`config.mk`:
```
export PLATFORM = sky130hd
export DESIGN_NAME = imem_port_arbiter_flat
export DESIGN_NICKNAME = d
export VERILOG_FILES = /design/src/rtl/imem_port_arbiter_if.sv /design/src/rtl/imem_port_arbiter.sv /design/src/flat_wrapper.sv
export SDC_FILE = /design/constraint.sdc
export NUM_CORES = 1
export LEC_CHECK = 0
export BUFFER_PORTS_ARGS = -buffer_cell sky130_fd_sc_hd__clkbuf_2
export CORE_MARGIN = 1
export CORE_UTILIZATION = 36
export DETAILED_ROUTE_END_ITERATION = 8
export PLACE_DENSITY = 0.76
export SLEW_MARGIN = 15
export SYNTH_ARGS = -nofsm -noshare
export SYNTH_HDL_FRONTEND = slang
export SYNTH_SLANG_ARGS = --single-unit
```
`constraint.sdc`:
```
create_clock -name clk -period 1.7 [get_ports clk]
set_clock_uncertainty 0.2 [all_clocks]
set_input_delay 0.17 -clock clk [delete_from_list [all_inputs] [get_ports clk]]
set_output_delay 0.17 -clock clk [all_outputs]
set_load 0.1 [all_outputs]
```
`src/rtl/imem_port_arbiter_if.sv`:
```
// Shared instruction-memory port bundle: fetch requester, loader requester and memory array side.
// The arbiter connects through the slave modport; the requesters and array sit on the master side.
interface imem_port_arbiter_if #(
    parameter int unsigned ADDR_W = 4,
    parameter int unsigned DATA_W = 16
);
    logic              fetch_req;
    logic [15:0]       fetch_pc;
    logic              fetch_gnt;
    logic              fetch_valid;
    logic [DATA_W-1:0] fetch_instr;
    logic              fetch_misalign;

    logic              load_req;
    logic [ADDR_W-1:0] load_addr;
    logic [DATA_W-1:0] load_data;
    logic              load_gnt;
    logic [ADDR_W:0]   load_count;

    logic [ADDR_W-1:0] mem_addr;
    logic              mem_we;
    logic [DATA_W-1:0] mem_wdata;
    logic [DATA_W-1:0] mem_rdata;

    modport slave (
        input  fetch_req, fetch_pc, load_req, load_addr, load_data, mem_rdata,
        output fetch_gnt, fetch_valid, fetch_instr, fetch_misalign,
        output load_gnt, load_count, mem_addr, mem_we, mem_wdata
    );

    modport master (
        output fetch_req, fetch_pc, load_req, load_addr, load_data, mem_rdata,
        input  fetch_gnt, fetch_valid, fetch_instr, fetch_misalign,
        input  load_gnt, load_count, mem_addr, mem_we, mem_wdata
    );
endinterface

```
`src/rtl/imem_port_arbiter.sv`:
```
// Single-port instruction memory arbiter: loader-priority writes with a burst limit so fetch
// is never starved, registered fetch data with a one-cycle valid pulse.
module imem_port_arbiter #(
    parameter int unsigned ADDR_W         = 4,
    parameter int unsigned DATA_W         = 16,
    parameter int unsigned MAX_LOAD_BURST = 4
) (
    input logic                clk,
    input logic                rst,
    imem_port_arbiter_if.slave bus
);
    typedef enum logic [1:0] {IDLE, FETCH, LOAD} gstate_e;

    localparam logic [3:0]      BURST_MAX = 4'(MAX_LOAD_BURST);
    localparam logic [ADDR_W:0] COUNT_MAX = {1'b1, {ADDR_W{1'b0}}};
    localparam logic [ADDR_W:0] COUNT_ONE = {{ADDR_W{1'b0}}, 1'b1};

    gstate_e           gstate_q, gstate_d;
    logic [3:0]        burst_cnt_q, burst_cnt_d;
    logic [DATA_W-1:0] fetch_instr_q, fetch_instr_d;
    logic              fetch_misalign_q, fetch_misalign_d;
    logic [ADDR_W:0]   load_count_q, load_count_d;

    logic              fetch_gnt;
    logic              load_gnt;
    logic [ADDR_W-1:0] fetch_word;
    logic              unused_pc_hi;

    // Byte PC to word address; upper PC bits are dropped so addresses wrap.
    assign fetch_word   = bus.fetch_pc[ADDR_W:1];
    assign unused_pc_hi = ^bus.fetch_pc[15:ADDR_W+1];

    always_comb begin
        fetch_gnt = 1'b0;
        load_gnt  = 1'b0;
        if (!rst) begin
            if (bus.load_req && (!bus.fetch_req || (burst_cnt_q < BURST_MAX))) begin
                load_gnt = 1'b1;
            end else if (bus.fetch_req) begin
                fetch_gnt = 1'b1;
            end
        end
    end

    always_comb begin
        gstate_d         = IDLE;
        burst_cnt_d      = burst_cnt_q;
        fetch_instr_d    = fetch_instr_q;
        fetch_misalign_d = fetch_misalign_q;
        load_count_d     = load_count_q;

        if (fetch_gnt) begin
            gstate_d         = FETCH;
            fetch_instr_d    = bus.mem_rdata;
            fetch_misalign_d = bus.fetch_pc[0];
        end else if (load_gnt) begin
            gstate_d = LOAD;
        end

        // Burst only accumulates while a fetch is actually waiting.
        if (fetch_gnt || !bus.fetch_req) begin
            burst_cnt_d = '0;
        end else if (load_gnt) begin
            burst_cnt_d = burst_cnt_q + 4'd1;
        end

        if (load_gnt && (load_count_q != COUNT_MAX)) begin
            load_count_d = load_count_q + COUNT_ONE;
        end
    end

    always_ff @(posedge clk or posedge rst) begin
        if (rst) begin
            gstate_q         <= IDLE;
            burst_cnt_q      <= '0;
            fetch_instr_q    <= '0;
            fetch_misalign_q <= 1'b0;
            load_count_q     <= '0;
        end else begin
            gstate_q         <= gstate_d;
            burst_cnt_q      <= burst_cnt_d;
            fetch_instr_q    <= fetch_instr_d;
            fetch_misalign_q <= fetch_misalign_d;
            load_count_q     <= load_count_d;
        end
    end

    assign bus.fetch_gnt      = fetch_gnt;
    assign bus.load_gnt       = load_gnt;
    assign bus.mem_we         = load_gnt;
    assign bus.mem_wdata      = bus.load_data;
    assign bus.mem_addr       = load_gnt ? bus.load_addr : fetch_word;
    assign bus.fetch_valid    = (gstate_q == FETCH);
    assign bus.fetch_instr    = fetch_instr_q;
    assign bus.fetch_misalign = fetch_misalign_q;
    assign bus.load_count     = load_count_q;
endmodule

```
`src/flat_wrapper.sv`:
```
// flat-port wrapper written by rule: the top's interface ports become plain ports
module imem_port_arbiter_flat 
#(
    parameter int unsigned ADDR_W         = 4,
    parameter int unsigned DATA_W         = 16,
    parameter int unsigned MAX_LOAD_BURST = 4
)
  (clk, rst, bus_fetch_req, bus_fetch_pc, bus_load_req, bus_load_addr, bus_load_data, bus_mem_rdata, bus_fetch_gnt, bus_fetch_valid, bus_fetch_instr, bus_fetch_misalign, bus_load_gnt, bus_load_count, bus_mem_addr, bus_mem_we, bus_mem_wdata);
  imem_port_arbiter_if #(.ADDR_W(ADDR_W), .DATA_W(DATA_W)) bus_i ();
  input logic clk;
  input logic rst;
  input wire logic [$bits(bus_i.fetch_req)-1:0] bus_fetch_req;
  input wire logic [$bits(bus_i.fetch_pc)-1:0] bus_fetch_pc;
  input wire logic [$bits(bus_i.load_req)-1:0] bus_load_req;
  input wire logic [$bits(bus_i.load_addr)-1:0] bus_load_addr;
  input wire logic [$bits(bus_i.load_data)-1:0] bus_load_data;
  input wire logic [$bits(bus_i.mem_rdata)-1:0] bus_mem_rdata;
  output wire logic [$bits(bus_i.fetch_gnt)-1:0] bus_fetch_gnt;
  output wire logic [$bits(bus_i.fetch_valid)-1:0] bus_fetch_valid;
  output wire logic [$bits(bus_i.fetch_instr)-1:0] bus_fetch_instr;
  output wire logic [$bits(bus_i.fetch_misalign)-1:0] bus_fetch_misalign;
  output wire logic [$bits(bus_i.load_gnt)-1:0] bus_load_gnt;
  output wire logic [$bits(bus_i.load_count)-1:0] bus_load_count;
  output wire logic [$bits(bus_i.mem_addr)-1:0] bus_mem_addr;
  output wire logic [$bits(bus_i.mem_we)-1:0] bus_mem_we;
  output wire logic [$bits(bus_i.mem_wdata)-1:0] bus_mem_wdata;
  assign bus_i.fetch_req = bus_fetch_req;
  assign bus_i.fetch_pc = bus_fetch_pc;
  assign bus_i.load_req = bus_load_req;
  assign bus_i.load_addr = bus_load_addr;
  assign bus_i.load_data = bus_load_data;
  assign bus_i.mem_rdata = bus_mem_rdata;
  assign bus_fetch_gnt = bus_i.fetch_gnt;
  assign bus_fetch_valid = bus_i.fetch_valid;
  assign bus_fetch_instr = bus_i.fetch_instr;
  assign bus_fetch_misalign = bus_i.fetch_misalign;
  assign bus_load_gnt = bus_i.load_gnt;
  assign bus_load_count = bus_i.load_count;
  assign bus_mem_addr = bus_i.mem_addr;
  assign bus_mem_we = bus_i.mem_we;
  assign bus_mem_wdata = bus_i.mem_wdata;
  imem_port_arbiter #(.ADDR_W(ADDR_W), .DATA_W(DATA_W), .MAX_LOAD_BURST(MAX_LOAD_BURST)) u_core (.clk(clk), .rst(rst), .bus(bus_i));
endmodule
```
==> results.toml <==
[yosys]
synth-seq-cells = 28
ys_seq_area_share_pct = 50.7
synth_cell_types = 26
synth.area.top_cells = "dfrtp_1, mux2_2, buf_4"
yosysTopAreaCell = "dfrtp_1"
synth_compound_area_share_pct = 3.98
synth.area.mux_share_pct = 20.8
synth_fa_ha_area_share_pct = 2.71
synth_xor_xnor_area_share_pct = 1.90
synth-simple-area-share_pct = 6.33
syn_area_um2 = 1380
synth_top_family_by_area = "multiplexers"
syn_inst = 105
avgSynthCellArea_um2 = 13.2
yosys_warnings = 0
synth_top_area_share_pct = 50.7
syn_nets = 164

[critical_path]
crit_arrival_ns = 1.59
start_kind = "flop"
critPathMaxFanout = 5
cp_top_family = "flip-flops"
path_cells = "o21ai_4, and2_4, mux2_4, buf_12"
cp_slowest_cell = "dfrtp_2"
crit_type = "flop to primary output"
required_ns = 1.33
cp_num_buf_inv = 1
crit_path_end_kind = "primary output"
slowest_delay_ns = 0.45

[finish]
area_delta_synth_final_pct = 56.8
layout.nets = 241
drive_gt1_share_pct = 65.2
stdcell_area_um2 = 2170
final_cell_mix = "clkbuf_2, dfrtp_1, dlygate4sd3_1, mux2_4, buf_4"
final_common_cell = "clkbuf_2"
fillers = 289
antenna_cells = 0

[sta]
setup_violations = 24
period_needed_ns = 1.96
fmax_ghz = 0.510
finalCritPeriodShare_pct = 115
relSlewSlack_pct = 63.8
hold_viol = 0
worst_slew_pin_slew_ns = 0.545
rsz0062_at_grt = "yes"
setup_ws_ns = -0.260
finalMaxSlewViolations = 0

[placed_design]
place_congestion = 0.638
portBuffers = 58
dpl.hpwl_mm = 2.13
place_area_um2 = 1810

[drt]
wl_per_cell_um = 14.2
first_pass_iters = 4
postRouteAntennaNets = 0
drc = 0
drtIter0Drc = 11
viasPerCell = 4.51
routed_wl_mm = 3.26
vias = 1032

[global_routing]
grt_util_met1_pct = 15.9
use_met3_pct = 3.57
antenna_found_initial = 0
grt_max_degree = 29
grt_pass1_vias = 1081
track_usage_pct = 15.9
grt.overflow.total = 0
grt_use_met2_pct = 32.4
gr-max-usage-layer = "met2"
grt_pass1_wl_mm = 4.95

[floorplanning]
start_util_pct = 37.8
placement_rows = 22
dieArea_um2 = 4090
chipWidth_um = 64.0
io_pins = 102
core_um2 = 3660
die_y_um = 64.0

[cts]
cts_buffer_depth = 2
cts_buffers = 3
clockRootBuffer = "clkbuf_8"
cts_tree = "done"
cts.sinks = 28
insertion_delay_ns = 0.26
cts-htree-levels = 1
clkTransAtPathRegs_ns = 0.09

[power]
total_power_mw = 3.12
vdd_drop_max_mv = 1.38
p_per_area_nw_per_um2 = 1440
p_leak_nw = 1.06

[run_status]
status = "finished with violations"
violations = "negative setup slack"

[min_path]
hp-class = "input pin to flop"

[run]
maxCapViolations = 0
power breakdown:
group | total, mW | switching, mW | leakage [nW] | internal, mW
Sequential | 0.957 | 0.127 | 0.334 | 0.829
Combinational | 1.81 | 1.37 | 0.707 | 0.443
Clock | 0.356 | 0.188 | 0.0228 | 0.167
worst min-delay path: cells and delay by family:
kind            cells  cell delay [ns]
compound gates      1             0.07
simple gates        1             0.08
buf+inv             1             0.14
cells in the mapped netlist:
master,count
and2_0,1
buf_12,1
nand3_1,3
o311a_1,1
mux2_2,14
nand2_1,2
buf_4,17
buf_2,2
nand3b_1,1
mux2_4,8
buf_6,1
nor3b_1,1
a32oi_1,1
o311ai_1,1
xnor2_1,3
and3_1,3
o21ai_2,1
a21boi_0,1
inv_1,5
nor2b_1,3
a31oi_1,1
mux2i_1,1
and2_1,1
o21ai_0,1
ha_1,3
dfrtp_1,28
final timing paths:
kind	from	end	slack, ns	cells after the start
max in group asynchronous	rst	u_core.bus.load_count[0]$_DFFE_PP0P_	0.62	4
worst max-delay path	u_core.burst_cnt_q[2]$_DFFE_PP0P_	bus_mem_addr[3]	-0.26	4
min in group asynchronous	rst	u_core.burst_cnt_q[3]$_DFFE_PP0P_	0.39	4
worst max register to register	u_core.burst_cnt_q[2]$_DFFE_PP0P_	u_core.bus.fetch_instr[4]$_DFFE_PP0P_	-0.14	5
worst min-delay path	rst	u_core.burst_cnt_q[0]$_DFFE_PP0P_	0.02	3
worst min register to register	u_core.bus.fetch_instr[9]$_DFFE_PP0P_	u_core.bus.fetch_instr[9]$_DFFE_PP0P_	0.31	1
per-layer routing:
metal	share of wire (%)	routed length [um]
met1	36	1180
met2	59	1910
met3	5.2	169
met4	0	0
met5	0	0
stage by stage:
| stage | utilization [%] | setup WS [ns] | hold slack (ns) | std cells | TNS, ns |
|---|---|---|---|---|---|
| 2_1_floorplan | - | -0.163 | -0.123 | 105 | -1.22 |
| 3_3_place_gp | 49.5 | 0.0344 | 0.115 | 196 | 0 |
| 3_5_place_dp | 49.5 | 0.0139 | 0.141 | 196 | 0 |
| 4_1_cts | 56.2 | -0.240 | 0.0121 | 221 | -1.15 |
| 5_1_grt | 59.2 | -0.309 | 0.0352 | 229 | -4.39 |
| 6_report | 59.2 | -0.260 | 0.0211 | 229 | -3.64 |
flip-flops by register name, summed over array words and instances, names as in the netlist:
signal	flops
u_core.bus.load_count	5
u_core.burst_cnt_q	4
u_core.bus.fetch_instr	16
u_core.gstate_q	2
u_core.bus.fetch_misalign	1
final cells by class:
class	count	area, um2	area share [%]
timing repair buffer	93	744	34.3
sequential	28	714	32.9
multi-input combinational	51	579	26.7
tap	48	60.1	2.77
clock buffer	4	45.0	2.08
inverter	5	25.0	1.15
kinds of logic after synthesis:
group / count (synthesis)
xor+xnor: 3
fa+ha+maj: 3
buf+inv: 26
mux: 23
compound gates: 7
flops: 28
simple gates: 15
what timing repair did:
action,4_1_cts,5_1_grt
endpoints found under the setup margin,6,8
gates cloned,0,1
gates resized for setup,0,8
hold buffers,18,0
endpoints found under the hold margin,45,0
buffers inserted,3,8
pin swaps,2,2
Note: power is estimated with default switching activity, not from simulation.
